## src/rtl/uart_rx_if.sv

```systemverilog
// Receive-side bundle of the UART: word, done strobe and status flags.
// Macro UART_RX_PARITY_EN adds the parity-error flag.
interface uart_rx_if #(
    parameter int NBITS = 8
);
    logic [NBITS-1:0] o_data;
    logic             o_rx_done;
    logic             o_frame_err;
    logic             o_busy;
`ifdef UART_RX_PARITY_EN
    logic             o_parity_err;
`endif

    modport master (
        output o_data,
        output o_rx_done,
        output o_frame_err,
`ifdef UART_RX_PARITY_EN
        output o_parity_err,
`endif
        output o_busy
    );

    modport slave (
        input o_data,
        input o_rx_done,
        input o_frame_err,
`ifdef UART_RX_PARITY_EN
        input o_parity_err,
`endif
        input o_busy
    );
endinterface

```

## src/rtl/uart_rx.sv

```systemverilog
// 16x-oversampled UART receiver, LSB first, one-clk done strobe.
// Macro UART_RX_PARITY_EN inserts an even-parity bit before the stop bit.
module uart_rx #(
    parameter int NBITS = 8,
    parameter int TICKS = 16
) (
    input  logic     clk,
    input  logic     rst,
    input  logic     i_baud_rate,
    input  logic     i_rx,
    uart_rx_if.master bus
);
    localparam int TW = (TICKS > 1) ? $clog2(TICKS) : 1;
    localparam int BW = $clog2(NBITS + 1);

    localparam logic [TW-1:0] TICK_MID  = TW'(TICKS / 2 - 1);
    localparam logic [TW-1:0] TICK_LAST = TW'(TICKS - 1);
    localparam logic [BW-1:0] BIT_LAST  = BW'(NBITS - 1);

    typedef enum logic [2:0] {
        IDLE,
        START,
        DATA,
        PARITY,
        STOP
    } state_t;

    state_t           state;
    logic [TW-1:0]    tick;
    logic [BW-1:0]    bitc;
    logic [NBITS-1:0] shreg;
    logic             sync1;
    logic             rx_s;
`ifdef UART_RX_PARITY_EN
    logic             par;
`endif

    always_ff @(posedge clk) begin
        if (rst) begin
            state           <= IDLE;
            tick            <= '0;
            bitc            <= '0;
            shreg           <= '0;
            sync1           <= 1'b1;
            rx_s            <= 1'b1;
            bus.o_data      <= '0;
            bus.o_rx_done   <= 1'b0;
            bus.o_frame_err <= 1'b0;
            bus.o_busy      <= 1'b0;
`ifdef UART_RX_PARITY_EN
            par              <= 1'b0;
            bus.o_parity_err <= 1'b0;
`endif
        end else begin
            sync1         <= i_rx;
            rx_s          <= sync1;
            bus.o_rx_done <= 1'b0;
            unique case (state)
                IDLE: begin
                    if (!rx_s) begin
                        state      <= START;
                        tick       <= '0;
                        bus.o_busy <= 1'b1;
                    end
                end
                START: begin
                    if (i_baud_rate) begin
                        if (tick == TICK_MID) begin
                            tick <= '0;
                            if (!rx_s) begin
                                state <= DATA;
                                bitc  <= '0;
                            end else begin
                                state      <= IDLE;
                                bus.o_busy <= 1'b0;
                            end
                        end else begin
                            tick <= tick + 1'b1;
                        end
                    end
                end
                DATA: begin
                    if (i_baud_rate) begin
                        if (tick == TICK_LAST) begin
                            tick  <= '0;
                            bitc  <= bitc + 1'b1;
                            shreg <= {rx_s, shreg[NBITS-1:1]};
                            if (bitc == BIT_LAST) begin
`ifdef UART_RX_PARITY_EN
                                state <= PARITY;
`else
                                state <= STOP;
`endif
                            end
                        end else begin
                            tick <= tick + 1'b1;
                        end
                    end
                end
`ifdef UART_RX_PARITY_EN
                PARITY: begin
                    if (i_baud_rate) begin
                        if (tick == TICK_LAST) begin
                            tick  <= '0;
                            par   <= rx_s;
                            state <= STOP;
                        end else begin
                            tick <= tick + 1'b1;
                        end
                    end
                end
`endif
                STOP: begin
                    if (i_baud_rate) begin
                        if (tick == TICK_LAST) begin
                            tick            <= '0;
                            bus.o_data      <= shreg;
                            bus.o_frame_err <= ~rx_s;
                            bus.o_rx_done   <= 1'b1;
                            bus.o_busy      <= 1'b0;
`ifdef UART_RX_PARITY_EN
                            bus.o_parity_err <= (^shreg) ^ par;
`endif
                            state <= IDLE;
                        end else begin
                            tick <= tick + 1'b1;
                        end
                    end
                end
                default: begin
                    state      <= IDLE;
                    tick       <= '0;
                    bus.o_busy <= 1'b0;
                end
            endcase
        end
    end
endmodule

```

## src/flat_wrapper.sv

```systemverilog
// flat-port wrapper written by rule: the top's interface ports become plain ports
module uart_rx_flat 
#(
    parameter int NBITS = 8,
    parameter int TICKS = 16
)
  (clk, rst, i_baud_rate, i_rx, bus_o_data, bus_o_rx_done, bus_o_frame_err, bus_o_busy);
  uart_rx_if #(.NBITS(NBITS)) bus_i ();
  input  logic clk;
  input  logic rst;
  input  logic i_baud_rate;
  input  logic i_rx;
  output wire logic [$bits(bus_i.o_data)-1:0] bus_o_data;
  output wire logic [$bits(bus_i.o_rx_done)-1:0] bus_o_rx_done;
  output wire logic [$bits(bus_i.o_frame_err)-1:0] bus_o_frame_err;
  output wire logic [$bits(bus_i.o_busy)-1:0] bus_o_busy;
  assign bus_o_data = bus_i.o_data;
  assign bus_o_rx_done = bus_i.o_rx_done;
  assign bus_o_frame_err = bus_i.o_frame_err;
  assign bus_o_busy = bus_i.o_busy;
  uart_rx #(.NBITS(NBITS), .TICKS(TICKS)) u_core (.clk(clk), .rst(rst), .i_baud_rate(i_baud_rate), .i_rx(i_rx), .bus(bus_i));
endmodule
```

## config.mk

```make
export PLATFORM = sky130hd
export DESIGN_NAME = uart_rx_flat
export DESIGN_NICKNAME = d
export VERILOG_FILES = /design/src/rtl/uart_rx_if.sv /design/src/rtl/uart_rx.sv /design/src/flat_wrapper.sv
export SDC_FILE = /design/constraint.sdc
export NUM_CORES = 1
export LEC_CHECK = 0
export BUFFER_PORTS_ARGS = -buffer_cell sky130_fd_sc_hd__buf_2
export CAP_MARGIN = 10
export CORE_AREA = 10 10 51 73
export CTS_CLUSTER_DIAMETER = 80
export DETAILED_ROUTE_END_ITERATION = 6
export DIE_AREA = 0 0 61 83
export GPL_TIMING_DRIVEN = 0
export PLACE_DENSITY = 0.91
export SLEW_MARGIN = 20
export SYNTH_ARGS = -nofsm -noshare
export SYNTH_HDL_FRONTEND = slang
export SYNTH_SLANG_ARGS = --single-unit
```

## constraint.sdc

```tcl
create_clock -name clk -period 4.8 [get_ports clk]
set_input_delay 0.96 -clock clk [delete_from_list [all_inputs] [get_ports clk]]
set_output_delay 0.96 -clock clk [all_outputs]
set_load 0.03 [all_outputs]
```

# --- After elaboration in Yosys (flattened, before gate mapping) ---
# Index checks and enable logic that the tools add are counted.
op_classes:
  add_sub_neg: 2
  eq_ne: 17
  mux: 29
  bitwise: 4
  reduce_logical: 10
ops:
  columns: ["cell", "count"]
  rows:
  - ["$mux W4", 9]
  - ["$mux W3", 8]
  - ["$ne A2 B1 Y1 const B", 6]
  - ["$pmux W3 S4", 1]
  - ["$pmux W4 S3", 1]
  - ["$ne A2 B2 Y1 const B", 5]
  - ["$reduce_and A3 Y1", 3]
  - ["$add A4 B1 Y4 const B", 2]
  - ["$eq A4 B3 Y1 const B", 2]
  - ["$pmux W4 S2", 1]
  - ["$reduce_and A8 Y1", 1]
  - ["$mux W1", 7]
  - ["$reduce_and A7 Y1", 1]
  - ["$reduce_and A6 Y1", 1]
  - ["$eq A4 B4 Y1 const B", 1]
  - ["$not A1 Y1", 4]
  - ["$pmux W1 S4", 1]
  - ["$eq A3 B1 Y1 const B", 1]
  - ["$eq A3 B2 Y1 const B", 1]
  - ["$eq A3 B3 Y1 const B", 1]
  - ["$logic_not A3 Y1", 1]
  - ["$reduce_or A3 Y1", 1]
  - ["$mux W2", 1]
  - ["$reduce_bool A2 Y1", 1]
  - ["$reduce_or A2 Y1", 1]
totals:
  ff_bits: 32
  inputBits: 4
  output_inout_bits: 11
  wordCells: 72

# --- Longest topological paths before layout ---
depth:
  depth_word: 5
  mapped_depth: 6
  depth_no_buf: 6

# --- Least setup slack after synthesis ---
# OpenSTA, ideal clock, no wires.
synth_timing:
  path_kind: "in2reg"
  from: "input i_baud_rate"
  to: "register u_core.state[1]"
  setup_ns: 0.128
  arrival_time_ns: 2.022
  required_ns: 4.672
  path_slack_ns: 2.650
  path_stages: 5
  n_path_buf: 0
  path_cell_list: "or4b_1 > and3_4 > o32ai_4 > mux2i_1 > nor2_1"
synth_via:
  elab_chain_len: 2
  elab_cells_between_ends: 4
  cone_classes: "3 x eq/ne; 1 x reduce/logical"
synth_lines:
  columns: ["element", "line", "source"]
  rows:
  - ["start: declaration", "flat_wrapper.sv:11", "input logic i_baud_rate;"]
  - ["$ne A2 B2 Y1 (no source line)", null, null]
  - ["$reduce_and A8 Y1 (no source line) (*)", null, null]
  - ["end signal: assignment", "uart_rx.sv:40", "state <= IDLE;"]
  - ["end signal: assignment", "uart_rx.sv:61", "state <= START;"]
  - ["end signal: assignment", "uart_rx.sv:71", "state <= DATA;"]
  - ["end: declaration", "uart_rx.sv:28", "state_t state;"]
# Every way passes the cells marked *; elsewhere a longest branch is shown, timed or not.
# A chain may end at the register's enable or synchronous reset.

# --- Worst setup path in the final report ---
# Same ends and word-level chain as after synthesis.

==> PnR_summary.wiki <==
{| class="wikitable"
! Metric !! Value
|-
| Largest net degree at the start of global routing || 11
|-
| Library cell used as clock root buffer || clkbuf_4
|-
| Number of instances in the synthesized netlist || 174
|-
| Number of slew-limit violations in the final report || 0
|-
| Register clock-pin slew on the reported worst setup and hold paths || 0.09 ns
|-
| Setup violators final || 0
|-
| Resize count post-CTS || 0
|-
| Number of I/O port buffers || 14
|-
| Worst VDD drop || between 0.2 and 0.25 mV
|-
| Clock latency reported for the late side of the worst-skew pair || roughly 0.34 ns
|-
| Proportion of synthesized chip area in sequential cells || approximately 44%
|-
| Layout cells sized above 1 || ~18%
|-
| Leakage || around 0.61 nW
|-
| PwrDens || 289 nW/um^2
|-
| Number of nets in the layout || around 200
|-
| Number of top-level pins || 15
|-
| Remaining DRCs || 0
|-
| Cell Count Post-Placement || around 210
|-
| Aggregate negative setup slack || 0 ns
|-
| Top cells by area, synth || dfxtp_1 (44%), nand2_1 (9.3%), a21oi_1 (7.2%), nor2_1 (3.4%), nand3_1 (3.1%)
|-
| Final core utilization || roughly 67%
|-
| DIE AREA || between 5000 and 6000 um^2
|-
| N_diodes || 0
|-
| Synth cell count leaders || nand2_1 (36), dfxtp_1 (32), a21oi_1 (21)
|-
| Tot GR Track Use || about 15%
|-
| Area share of the leading cell type in the synthesized netlist || ~44%
|-
| Number of vias after detailed routing || approximately 1400
|-
| Worst slew margin relative to its limit || 65.4%
|-
| CTS Sinks || 32
|-
| Die X-Extent || 61 um
|-
| Count of max-cap constraint violations || 0
|-
| Final RePlAce weighted congestion || roughly 0.93
|-
| Clock H-tree levels || 2
|-
| Endpoint type of the worst setup path || flop
|-
| EDFF count, synth || 0
|-
| Routed wirelength normalized by instance count || 15.4 um
|-
| Final std cell area, no fill || 1620 um^2
|-
| TritonCTS clock tree || done
|-
| Critical path startpoint category || primary input
|-
| Clock tree skew after final layout || approximately 0.0031 ns
|-
| Dominant cell type by area after synthesis || dfxtp_1
|-
| Fmax || slightly below 500 MHz
|-
| Cell breakdown of the critical path || buf_2 -> or4b_1 -> and3_4 -> o32ai_4 -> mux2i_1 -> nor2_1
|-
| Standard-cell row count || 22
|-
| Max incr delay on CP || 0.55 ns
|-
| Clock tree buffer depth || 2
|-
| Maximum fanout count along the critical path || 6
|-
| Number of global-route vias before repair || roughly 1300
|-
| Violation count after the first detailed-route iteration || 95
|-
| Standard cell core area || about 2400 um^2
|-
| Critical setup path kind || in2reg
|-
| Minimum period implied by the final worst setup slack || ~2.1 ns
|-
| Total grt overflow || 0
|-
| Worst path buffer plus inverter count || 1
|-
| Number of flip-flops and latches in the synthesized netlist || 32
|-
| Delay-heaviest family, CP || simple AND/OR/NAND/NOR gates
|-
| Number of buffers created by CTS || 5
|-
| Unrepaired setup endpoints after global routing || false
|-
| Required arrival time at the worst endpoint || about 5.0 ns
|-
| Number of distinct library cells after synthesis || 47
|-
| Area Overhead vs Synth || 11.4%
|-
| Overall routed net length || around 3.4 mm
|-
| Number of fill cells in the layout || 204
|-
| Status || finished clean
|-
| Final worst path period share || a little over two fifths
|-
| Endpoints failing hold || 0
|-
| HPWL after DPL || about 2.5 mm
|-
| DIE HEIGHT || 83 um
|-
| Drt first pass iters || 4
|-
| CP max-delay cell || or4b_1
|-
| Layout Cells excl Fill || ~220
|-
| Total of warnings raised by yosys || 0
|-
| Cell area after technology mapping || roughly 1500 um^2
|-
| Post-Place Cell Area || ~1600 um^2
|-
| Wire length of the first global-routing pass || between 5 and 6 mm
|-
| Mapped Nets || 180
|-
| Via count normalized by instance count || 6.23
|-
| Cell with the most instances after synthesis || nand2_1
|-
| Post-CTS Repair Setup Buffers || 0
|-
| Signal arrival time at the worst endpoint || roughly 2.3 ns
|-
| Antenna violations before repair || 0
|-
| Top_reg_cell synth || dfxtp_1
|-
| Number of antenna-violating nets in the routed design || 0
|-
| Slew at the pin closest to its max-slew limit || roughly 0.52 ns
|-
| Post-Synthesis Mean Instance Area || ~8.3 um^2
|-
| Initial core utilization || between 50% and 60%
|-
| Worst hold path type || reg2reg
|-
| Number of hold buffers added after cts || 0
|-
| Asr flop ratio synth || 0%
|}
==> cell type report <==
cell class | instances | area (um^2) | area share [%]
tap | 24 | 30.0 | 1.86
clock buffer | 7 | 65.1 | 4.03
inverter | 5 | 18.8 | 1.16
buffer | 7 | 38.8 | 2.40
multi-input combinational | 130 | 752 | 46.6
timing repair buffer | 14 | 70.1 | 4.34
sequential | 32 | 641 | 39.7
==> power by group <==
part / total [mW] / switching, mW / internal, mW
Combinational: 0.0240 / 0.0154 / 0.00856
Sequential: 0.269 / 0.00179 / 0.267
Clock: 0.173 / 0.0900 / 0.0829
Total: 0.466 / 0.107 / 0.359
==> worst register-to-register path, cell delays in order (launching register included) <==
cell and delay [ns]:
dfxtp_1 0.38, ha_1 0.26, and4b_1 0.32, a32oi_1 0.20
nor2_1 0.21, o21ai_0 0.14, a31o_2 0.26
==> layout by cell type, fill, tap and decap left out, drive strengths merged <==
cell / n
o31ai: 1
inv: 5
o21ai: 7
and3: 2
a2111o: 1
or4: 1
nor3b: 2
and4b: 1
dfxtp: 32
buf: 17
nand4: 1
or3: 1
nand3: 9
and2: 3
nor2: 14
nand2: 37
a311oi: 1
nor2b: 1
a31o: 1
and4: 1
o311a: 1
a31oi: 1
xnor2: 1
ha: 2
o211ai: 2
a21oi: 21
clkbuf: 11
nor4b: 1
nand3b: 1
or3b: 2
or4b: 2
mux2i: 2
a32oi: 1
or2: 3
o22ai: 1
a211oi: 1
nor3: 2
o32ai: 2
==> flip-flops by register name (all words and copies together) (netlist names) <==
signal and cells:
u_core.shreg 8, u_core.bus.o_busy 1, u_core.rx_s 1, u_core.state 3, u_core.bitc 4, u_core.bus.o_data 8
u_core.bus.o_rx_done 1, u_core.sync1 1, u_core.tick 4, u_core.bus.o_frame_err 1
==> stage by stage <==
stage	hold WS [ns]	power, mW	worst slack (ns)
6_report	0.416	0.466	2.73
5_1_grt	0.434	0.485	2.70
4_1_cts	0.417	0.467	2.76
3_5_place_dp	0.394	0.299	2.41
3_3_place_gp	0.394	0.297	2.43
2_1_floorplan	0.389	0.292	2.65
==> per-layer routing <==
metal / GRT usage [%] / up-vias / part of all wire, %
met5: 0 / - / 0
met4: 10.4 / 0 / 3.1
met3: 5.18 / 14 / 8.6
met2: 22.5 / 62 / 53
met1: 15.4 / 634 / 35
li1: - / 655 / -
==> worst paths after layout <==
path	cells past startpoint	to	slack, ns	startpoint
worst max-delay path	6	u_core.state[1]	2.73	i_baud_rate
worst min-delay path	1	u_core.rx_s	0.42	u_core.sync1
worst max register to register	6	u_core.bitc[2]	2.93	u_core.tick[0]
worst min register to register	1	u_core.rx_s	0.42	u_core.sync1
==> logic make-up after synthesis <==
kind of cell    synth area share [%]
xor+xnor                       0.604
fa+ha+maj                       1.73
compound gates                  18.6
flops                           44.2
buf+inv                         3.97
simple gates                    29.5
mux                             1.38
(Power assumes the default switching activity.)
